<file path="src/rtl/period_meter_pkg.sv">
// period_meter_pkg: shared types for the period meter.
// Latency: n/a (types only).
// Backpressure: n/a.
package period_meter_pkg;

   // Measurement FSM states.
   typedef enum logic [1:0] {
      IDLE = 2'd0,
      ARM  = 2'd1,
      MEAS = 2'd2
   } pm_state_t;

endpackage

</file>
<file path="src/rtl/period_meter_if.sv">
// period_meter_if: control input, measured signal and result bundle of the period meter.
// Latency: n/a (wires only).
// Backpressure: none; results are strobed by valid/overflow and must be taken when seen.
interface period_meter_if #(
   parameter int WIDTH = 16
);
   logic             enable;
   logic             sig_in;
   logic [WIDTH-1:0] period;
   logic [WIDTH-1:0] high_time;
   logic             valid;
   logic             overflow;
   logic             locked;

   // The meter drives the results and samples enable/sig_in.
   modport master (
      input  enable, sig_in,
      output period, high_time, valid, overflow, locked
   );

   // The consumer drives enable/sig_in and observes the results.
   modport slave (
      output enable, sig_in,
      input  period, high_time, valid, overflow, locked
   );
endinterface

</file>
<file path="src/rtl/period_meter_sync_edge_detect.sv">
// sync_edge_detect: synchronises an async input and flags its rising/falling edges.
// Latency: an input change first sampled at edge k shows on level/rise/fall after edge k+SYNC_STAGES-1.
// Backpressure: none; rise/fall are single-cycle pulses.
module sync_edge_detect #(
   parameter int SYNC_STAGES = 2   // must be >= 2 for metastability protection
) (
   input  logic clk,
   input  logic rst,
   input  logic d,
   output logic rise,
   output logic fall,
   output logic level
);
   logic [SYNC_STAGES-1:0] sync_q;
   logic [SYNC_STAGES-1:0] sync_d;
   logic                   prev_q;
   logic                   prev_d;

   // Shift the raw input along the chain; the extra flop holds the previous synchronised level.
   always_comb begin
      sync_d = {sync_q[SYNC_STAGES-2:0], d};
      prev_d = sync_q[SYNC_STAGES-1];
   end

   // Synchroniser chain and edge-history flop.
   always_ff @(posedge clk or posedge rst) begin
      if (rst) begin
         sync_q <= '0;
         prev_q <= 1'b0;
      end else begin
         sync_q <= sync_d;
         prev_q <= prev_d;
      end
   end

   assign level = sync_q[SYNC_STAGES-1];
   assign rise  = level & ~prev_q;
   assign fall  = ~level & prev_q;

endmodule

</file>
<file path="src/rtl/period_meter.sv">
// period_meter: measures period (rise to rise) and high time (rise to fall) of a slow signal in clk cycles.
// Latency: a sig_in rise first sampled at edge k gives valid in the cycle after edge k+SYNC_STAGES.
// Backpressure: none; valid/overflow are single-cycle strobes, results hold until the next update.
module period_meter
   import period_meter_pkg::*;
#(
   parameter int WIDTH       = 16,
   parameter int SYNC_STAGES = 2
) (
   input  logic           clk,
   input  logic           rst,
   period_meter_if.master bus
);
   // Highest count that still leaves room for one more cycle: 2^WIDTH-2.
   localparam logic [WIDTH-1:0] CNT_LAST = {{(WIDTH-1){1'b1}}, 1'b0};

   logic rise;
   logic fall;
   logic sync_level_unused;

   sync_edge_detect #(
      .SYNC_STAGES (SYNC_STAGES)
   ) u_sync (
      .clk   (clk),
      .rst   (rst),
      .d     (bus.sig_in),
      .rise  (rise),
      .fall  (fall),
      .level (sync_level_unused)
   );

   pm_state_t        state_q,    state_d;
   logic [WIDTH-1:0] cnt_q,      cnt_d;
   logic [WIDTH-1:0] hshadow_q,  hshadow_d;
   logic [WIDTH-1:0] period_q,   period_d;
   logic [WIDTH-1:0] high_q,     high_d;
   logic             valid_q,    valid_d;
   logic             overflow_q, overflow_d;
   logic             locked_q,   locked_d;
   logic [WIDTH-1:0] cnt_inc;

   // Next-state logic: enable has priority, then rise beats the overflow limit.
   always_comb begin
      state_d    = state_q;
      cnt_d      = cnt_q;
      hshadow_d  = hshadow_q;
      period_d   = period_q;
      high_d     = high_q;
      valid_d    = 1'b0;
      overflow_d = 1'b0;
      cnt_inc    = cnt_q + WIDTH'(1);

      if (!bus.enable) begin
         // Results hold across a disable; only the running measurement is discarded.
         state_d   = IDLE;
         cnt_d     = '0;
         hshadow_d = '0;
      end else begin
         case (state_q)
            IDLE: begin
               cnt_d   = '0;
               state_d = ARM;
            end
            ARM: begin
               // First rise only starts timing; a full period is needed before reporting.
               cnt_d = '0;
               if (rise) begin
                  state_d = MEAS;
               end
            end
            MEAS: begin
               if (rise) begin
                  // A rise at CNT_LAST is a legal 2^WIDTH-1 period, so it is checked first.
                  period_d = cnt_inc;
                  high_d   = hshadow_q;
                  valid_d  = 1'b1;
                  cnt_d    = '0;
               end else if (cnt_q == CNT_LAST) begin
                  overflow_d = 1'b1;
                  state_d    = ARM;
                  cnt_d      = '0;
               end else begin
                  // The fall cycle still counts towards the period.
                  cnt_d = cnt_inc;
                  if (fall) begin
                     hshadow_d = cnt_inc;
                  end
               end
            end
            default: begin
               state_d = IDLE;
               cnt_d   = '0;
            end
         endcase
      end

      locked_d = (state_d == MEAS);
   end

   // FSM, counters and registered outputs; reset clears everything at once.
   always_ff @(posedge clk or posedge rst) begin
      if (rst) begin
         state_q    <= IDLE;
         cnt_q      <= '0;
         hshadow_q  <= '0;
         period_q   <= '0;
         high_q     <= '0;
         valid_q    <= 1'b0;
         overflow_q <= 1'b0;
         locked_q   <= 1'b0;
      end else begin
         state_q    <= state_d;
         cnt_q      <= cnt_d;
         hshadow_q  <= hshadow_d;
         period_q   <= period_d;
         high_q     <= high_d;
         valid_q    <= valid_d;
         overflow_q <= overflow_d;
         locked_q   <= locked_d;
      end
   end

   assign bus.period    = period_q;
   assign bus.high_time = high_q;
   assign bus.valid     = valid_q;
   assign bus.overflow  = overflow_q;
   assign bus.locked    = locked_q;

endmodule
</file>
<file path="src/flat_wrapper.sv">
// flat-port wrapper written by rule: the top's interface ports become plain ports
module period_meter_flat import period_meter_pkg::*;
#(
   parameter int WIDTH       = 16,
   parameter int SYNC_STAGES = 2
)
  (clk, rst, bus_enable, bus_sig_in, bus_period, bus_high_time, bus_valid, bus_overflow, bus_locked);
  period_meter_if #(.WIDTH(WIDTH)) bus_i ();
  input  logic clk;
  input  logic rst;
  input wire logic [$bits(bus_i.enable)-1:0] bus_enable;
  input wire logic [$bits(bus_i.sig_in)-1:0] bus_sig_in;
  output wire logic [$bits(bus_i.period)-1:0] bus_period;
  output wire logic [$bits(bus_i.high_time)-1:0] bus_high_time;
  output wire logic [$bits(bus_i.valid)-1:0] bus_valid;
  output wire logic [$bits(bus_i.overflow)-1:0] bus_overflow;
  output wire logic [$bits(bus_i.locked)-1:0] bus_locked;
  assign bus_i.enable = bus_enable;
  assign bus_i.sig_in = bus_sig_in;
  assign bus_period = bus_i.period;
  assign bus_high_time = bus_i.high_time;
  assign bus_valid = bus_i.valid;
  assign bus_overflow = bus_i.overflow;
  assign bus_locked = bus_i.locked;
  period_meter #(.WIDTH(WIDTH), .SYNC_STAGES(SYNC_STAGES)) u_core (.clk(clk), .rst(rst), .bus(bus_i));
endmodule
</file>
<file path="config.mk">
export PLATFORM = sky130hd
export DESIGN_NAME = period_meter_flat
export DESIGN_NICKNAME = d
export VERILOG_FILES = /design/src/rtl/period_meter_pkg.sv /design/src/rtl/period_meter_if.sv /design/src/rtl/period_meter_sync_edge_detect.sv /design/src/rtl/period_meter.sv /design/src/flat_wrapper.sv
export SDC_FILE = /design/constraint.sdc
export NUM_CORES = 1
export LEC_CHECK = 0
export CAP_MARGIN = 5
export CORE_ASPECT_RATIO = 1.5
export CORE_MARGIN = 4
export CORE_UTILIZATION = 35
export CTS_CLUSTER_SIZE = 10
export DETAILED_ROUTE_END_ITERATION = 6
export PLACE_DENSITY = 0.52
export SLEW_MARGIN = 5
export SYNTH_ARGS = -nofsm -noshare
export SYNTH_HDL_FRONTEND = slang
export SYNTH_SLANG_ARGS = --single-unit
</file>
<file path="constraint.sdc">
create_clock -name clk -period 4.8 [get_ports clk]
set_input_delay 0.96 -clock clk [delete_from_list [all_inputs] [get_ports clk]]
set_output_delay 0.96 -clock clk [all_outputs]
set_load 0.005 [all_outputs]
</file>
* Word level (Yosys, flattened, before mapping)
Cells that the tools add are included.
Word-level totals: flip-flop bits (word level) 72, latch bits 0, bits in writable memories 0, bits in read-only memories 0, input port bits 4, output and inout bits 35, word-level logic and storage cells 47, memories kept 0
Cells by class: add/subtract/negate cells 1, multipliers 0, div/mod/pow operators 0, magnitude comparators 0, equality and inequality tests 8, shift-type cells 0, muxes and demuxes 21, bitwise logic cells 4, reductions and logical operators 3
Operators by type and width (count):
- 2-to-1 mux 16 bit | 9
- adder 16 x 1 -> 16 bit, second input constant | 1
- equality test 16 bit, second input constant | 1
- 2-to-1 mux 2 bit | 4
- 2-to-1 mux 1 bit | 7
- one-hot mux 2 bit (3 select lines) | 1
- equality test 2 bit, second input constant | 2
- != test 2 x 1 -> 1 bit, second input constant | 2
- != test 2 bit, second input constant | 2
- AND reduction 4 bit | 1
- AND reduction 3 bit | 1
- AND 1 bit | 2
- equality test 2 x 1 -> 1 bit, second input constant | 1
- logical NOT 2 bit | 1
- NOT 1 bit | 2

* Depth between registers and ports, before layout
depth in word-level cells 7, depth in mapped cells 8, gate-level depth less buffers 6

* By module
Synthesis repeated with hierarchy kept, for this count alone.
Second synthesis, totals: cell total of the unflattened synthesis 251, area, all modules 3021.6 µm²
By module, submodules not included:
- period_meter | instances 1, cells each 245, area each 2927.8 µm², seq. area each 1726.7 µm²
- sync_edge_detect | instances 1, cells each 6, area each 93.8 µm², seq. area each 75.1 µm²

* Least setup slack after synthesis
OpenSTA, ideal clock, no wires.
path type input port to flip-flop, start point input port bus_enable, end point register u_core.high_q[0], in the netlist u_core.bus.high_time[0], setup time 0.125 ns, arrival 2.085 ns, data required time 4.675 ns, setup slack 2.590 ns, stages on the path 4, path buffers 1, cell sequence nand3b_1 nor3b_1 clkbuf_1 mux2_2
On the way: longest elaborated chain between the ends 1
RTL lines:
- start: declaration | RTL line flat_wrapper.sv:11 | input wire logic [$bits(bus_i.enable)-1:0] bus_enable;
- AND reduction 3 bit (no line)
- end signal: assignment | RTL line period_meter.sv:116 | high_q <= high_d;
- end: declaration | RTL line period_meter.sv:36 | logic [WIDTH-1:0] high_q, high_d;
No other way between the ends. A chain may end at the register's enable or synchronous reset.

* Worst setup path after layout
start point input port bus_enable, end point register u_core.high_q[3], in the netlist u_core.bus.high_time[3]
The elaborated chain is that of the path after synthesis.

==> impl_metrics.json <==
{
  "routed_wl_um": 5406,
  "drt-pass1-iter-count": 3,
  "cts_buffers": 9,
  "crit_path_cell_trace": "clkdlybuf4s50_1 -> nand3b_1 -> nor3b_2 -> buf_4 -> mux2_2",
  "relSlewSlack": 0.4105,
  "path_class": "in2reg",
  "portBuffers": 38,
  "root_buffer": "clkbuf_16",
  "synth_seq_cells": 72,
  "io_pins": 39,
  "nFillCells": 771,
  "combPwrFrac": 0.080,
  "die_area_mm2": 0.009584,
  "grt_max_degree": 44,
  "p_sw_w": 0.0002860,
  "post_cts_resized": 0,
  "layout.cells.non_filler": 373,
  "clock-sinks": 72,
  "wl_per_cell_um": 14.49,
  "power_w": 0.001355,
  "period_minus_slack_ns": 2.394,
  "antenna_cells": 0,
  "start_util": 0.3656,
  "finalSetupViolations": 0,
  "die_x_um": 81.28,
  "worst_pin_slew_ns": 0.8830,
  "clk_pin_slew_ns": 0.05,
  "ant_nets": 0,
  "place_congestion": 0.7450,
  "maxCapViolCount": 0,
  "netlist_area_mm2": 0.002819,
  "clock_skew_ns": 0.004909,
  "finalSetupTns_ns": 0,
  "insertion_delay_ns": 0.33,
  "final_max_slew_viol_count": 0,
  "hp-class": "reg2reg",
  "swShare": 0.2110,
  "grt_usage": 0.1303,
  "hold_viol_final": 0,
  "num_vias": 1837,
  "max_freq_mhz": 417.7,
  "syn_inst": 225,
  "p_int_w": 0.001069,
  "leakage_nw": 1.536,
  "cp_top_family": "buffers and inverters",
  "p_clk_frac": 0.437,
  "grt_pass1_wl_um": 9522,
  "die_h_um": 117.9,
  "cp-start-kind": "primary input",
  "crit_path_max_incr_delay_ns": 0.54,
  "synth_cell_types": 29,
  "cp.required_ns": 5.01,
  "pwr_density_cell_mw_per_mm2": 379.8,
  "cts_buffer_depth": 2,
  "status": "complete, no violations",
  "rsz0062_at_grt": "no",
  "cts_tree": "built",
  "cp_slowest_cell": "clkdlybuf4s50_1",
  "dpl.cell_count": 360,
  "area_growth_pct": 26.54,
  "fin_crit_sh": 0.4988,
  "ys.warnings.count": 0,
  "ir_drop_uv": 181.6,
  "path_max_fanout": 30,
  "critPathBufInv": 2,
  "ctsHoldBuffers": 0,
  "dp_hpwl_um": 3637,
  "grt-ovfl-total": 0,
  "vias_per_cell": 4.925,
  "post-cts-setup-buffers": 0,
  "fin_nets": 275,
  "core_area_mm2": 0.007710,
  "h-tree-depth": 3,
  "syn_nets": 231,
  "drive_gt1_frac": 0.1402,
  "grt_antenna_before_repair": 0,
  "rows": 39,
  "endpoint_kind": "flop",
  "drc": 0,
  "avgSynthCellArea_um2": 12.53,
  "drtIter0Drc": 70,
  "arrival_ns": 2.61,
  "ys_seq_area_frac": 0.6391,
  "power_frac_seq": 0.484,
  "grt_pass1_vias": 1974
}
-- per-layer routing --
metal / global-route usage / up-vias / routed length [um]
li1: - / 876 / -
met1: 0.1566 / 921 / 2341
met2: 0.2036 / 29 / 2748
met3: 0.02680 / 11 / 142
met4: 0.08879 / 0 / 175
met5: 0 / - / 0
-- cell usage after synthesis, drive strengths merged --
cell type	n	share of area
xnor2	13	0.040
nand3b	1	0.0027
nor4	3	0.0067
nor2b	1	0.0022
mux2	16	0.064
nor4bb	1	0.0036
a21oi	17	0.030
ha	2	0.0089
nor3b	2	0.0053
o21a	1	0.0027
o2bb2ai	16	0.052
xor2	1	0.0031
clkbuf	3	0.0040
inv	5	0.0067
nand3	5	0.0089
nand4	5	0.016
dfrtp	72	0.64
nand2	8	0.011
a21boi	1	0.0067
nor2	37	0.049
o2111ai	1	0.0031
nand4b	1	0.0031
buf	6	0.016
nor3	6	0.011
or4	1	0.0040
-- worst reg2reg max path: stages (launching register included) --
cell and delay, ns:
dfrtp_1 0.46, inv_1 0.09, ha_1 0.14, nand4_1 0.10, or4_4 0.49, nand2_1 0.50, o2bb2ai_1 0.16
-- placed cells by master (no fill, tap or decap) --
master           netlist  routed
nor2b_1                1       1
nor3_1                 6       6
a21oi_1               17      17
o2bb2ai_1             15      15
buf_4                  1       4
nand2_1                8       8
nand4b_1               1       1
clkbuf_8               0       2
o2111ai_1              1       1
nor2_1                37      37
xor2_1                 1       1
a21boi_4               1       1
mux2_2                16      16
ha_1                   2       2
nor4_1                 3       3
o21a_1                 1       1
clkbuf_16              0       9
clkbuf_1               3       1
o2bb2ai_2              1       1
nand3_1                5       5
clkdlybuf4s50_1        0      38
or4_4                  1       1
nand3b_1               1       1
inv_2                  0       1
inv_1                  5       4
nand4_1                4       4
nand4_4                1       1
dfrtp_1               72      72
nor3b_1                2       1
clkinv_2               0       1
xnor2_1               13      13
nor4bb_1               1       1
nor3b_2                0       1
-- power by group through the flow --
| stage | Clock, W | Sequential, W | Combinational [W] |
|---|---|---|---|
| 6_report | 0.000592 | 0.000655 | 0.000108 |
| 5_1_grt | 0.000635 | 0.000659 | 0.000121 |
| 3_5_place_dp | 0 | 0.000666 | 0.000111 |
| 3_3_place_gp | 0 | 0.000666 | 0.000111 |
| 4_1_cts | 0.000610 | 0.000656 | 0.000112 |
| 2_1_floorplan | 0 | 0.000665 | 0.0000400 |
-- state kept, by name (all words and copies together) (netlist names) --
name and count:
u_core.bus.high_time 16, u_core.bus.period 16, u_core.cnt_q 16, u_core.hshadow_q 16, u_core.state_q 2, u_core.u_sync.sync_q 2, u_core.bus.locked 1, u_core.bus.overflow 1
u_core.bus.valid 1, u_core.u_sync.prev_q 1
-- worst paths after layout --
check / from / endpoint / slack, ns / cells after the start
worst max register to register: u_core.cnt_q[0]$_DFF_PP0_ / u_core.hshadow_q[1]$_DFFE_PP0P_ / 2.70 / 6
worst min-delay path: u_core.u_sync.sync_q[0]$_DFF_PP0_ / u_core.u_sync.sync_q[1]$_DFF_PP0_ / 0.35 / 0
worst min register to register: u_core.u_sync.sync_q[0]$_DFF_PP0_ / u_core.u_sync.sync_q[1]$_DFF_PP0_ / 0.35 / 0
worst max-delay path: bus_enable / u_core.bus.high_time[3]$_DFFE_PP0P_ / 2.41 / 5
max in group asynchronous: rst / u_core.hshadow_q[4]$_DFFE_PP0P_ / 2.89 / 3
min in group asynchronous: rst / u_core.u_sync.sync_q[0]$_DFF_PP0_ / 1.15 / 2
-- area by class of cell --
class	instances	area, um2	area share
multi-input cells	139	947.2	0.2655
well taps	102	127.6	0.03578
inverters	5	18.77	0.005261
repair buffers	42	410.4	0.1150
flip-flops and latches	72	1802	0.5051
clock inverters	1	5.005	0.001403
clock buffers	12	256.5	0.07190
-- logic make-up after synthesis --
| logic type | share of synthesized area |
|---|---|
| adders and majority gates | 0.008876 |
| DFF | 0.6391 |
| buffers and inverters | 0.02663 |
| AOI/OAI and AO/OA | 0.09454 |
| xor gates and xnor gates | 0.04350 |
| and+or+nand+nor | 0.1234 |
| muxes | 0.06391 |
-- through the flow --
stage,setup WS (ns),utilization,hold WS (ns),cell area [um2]
floorplan,2.015,-,0.3312,2819
global placement,2.085,0.4288,0.3344,3306
detailed placement,2.050,0.4288,0.3362,3306
CTS,2.389,0.4627,0.3471,3567
global route,2.221,0.4627,0.3632,3567
finish,2.406,0.4627,0.3500,3567
Note: power is estimated with default switching activity, not from simulation.
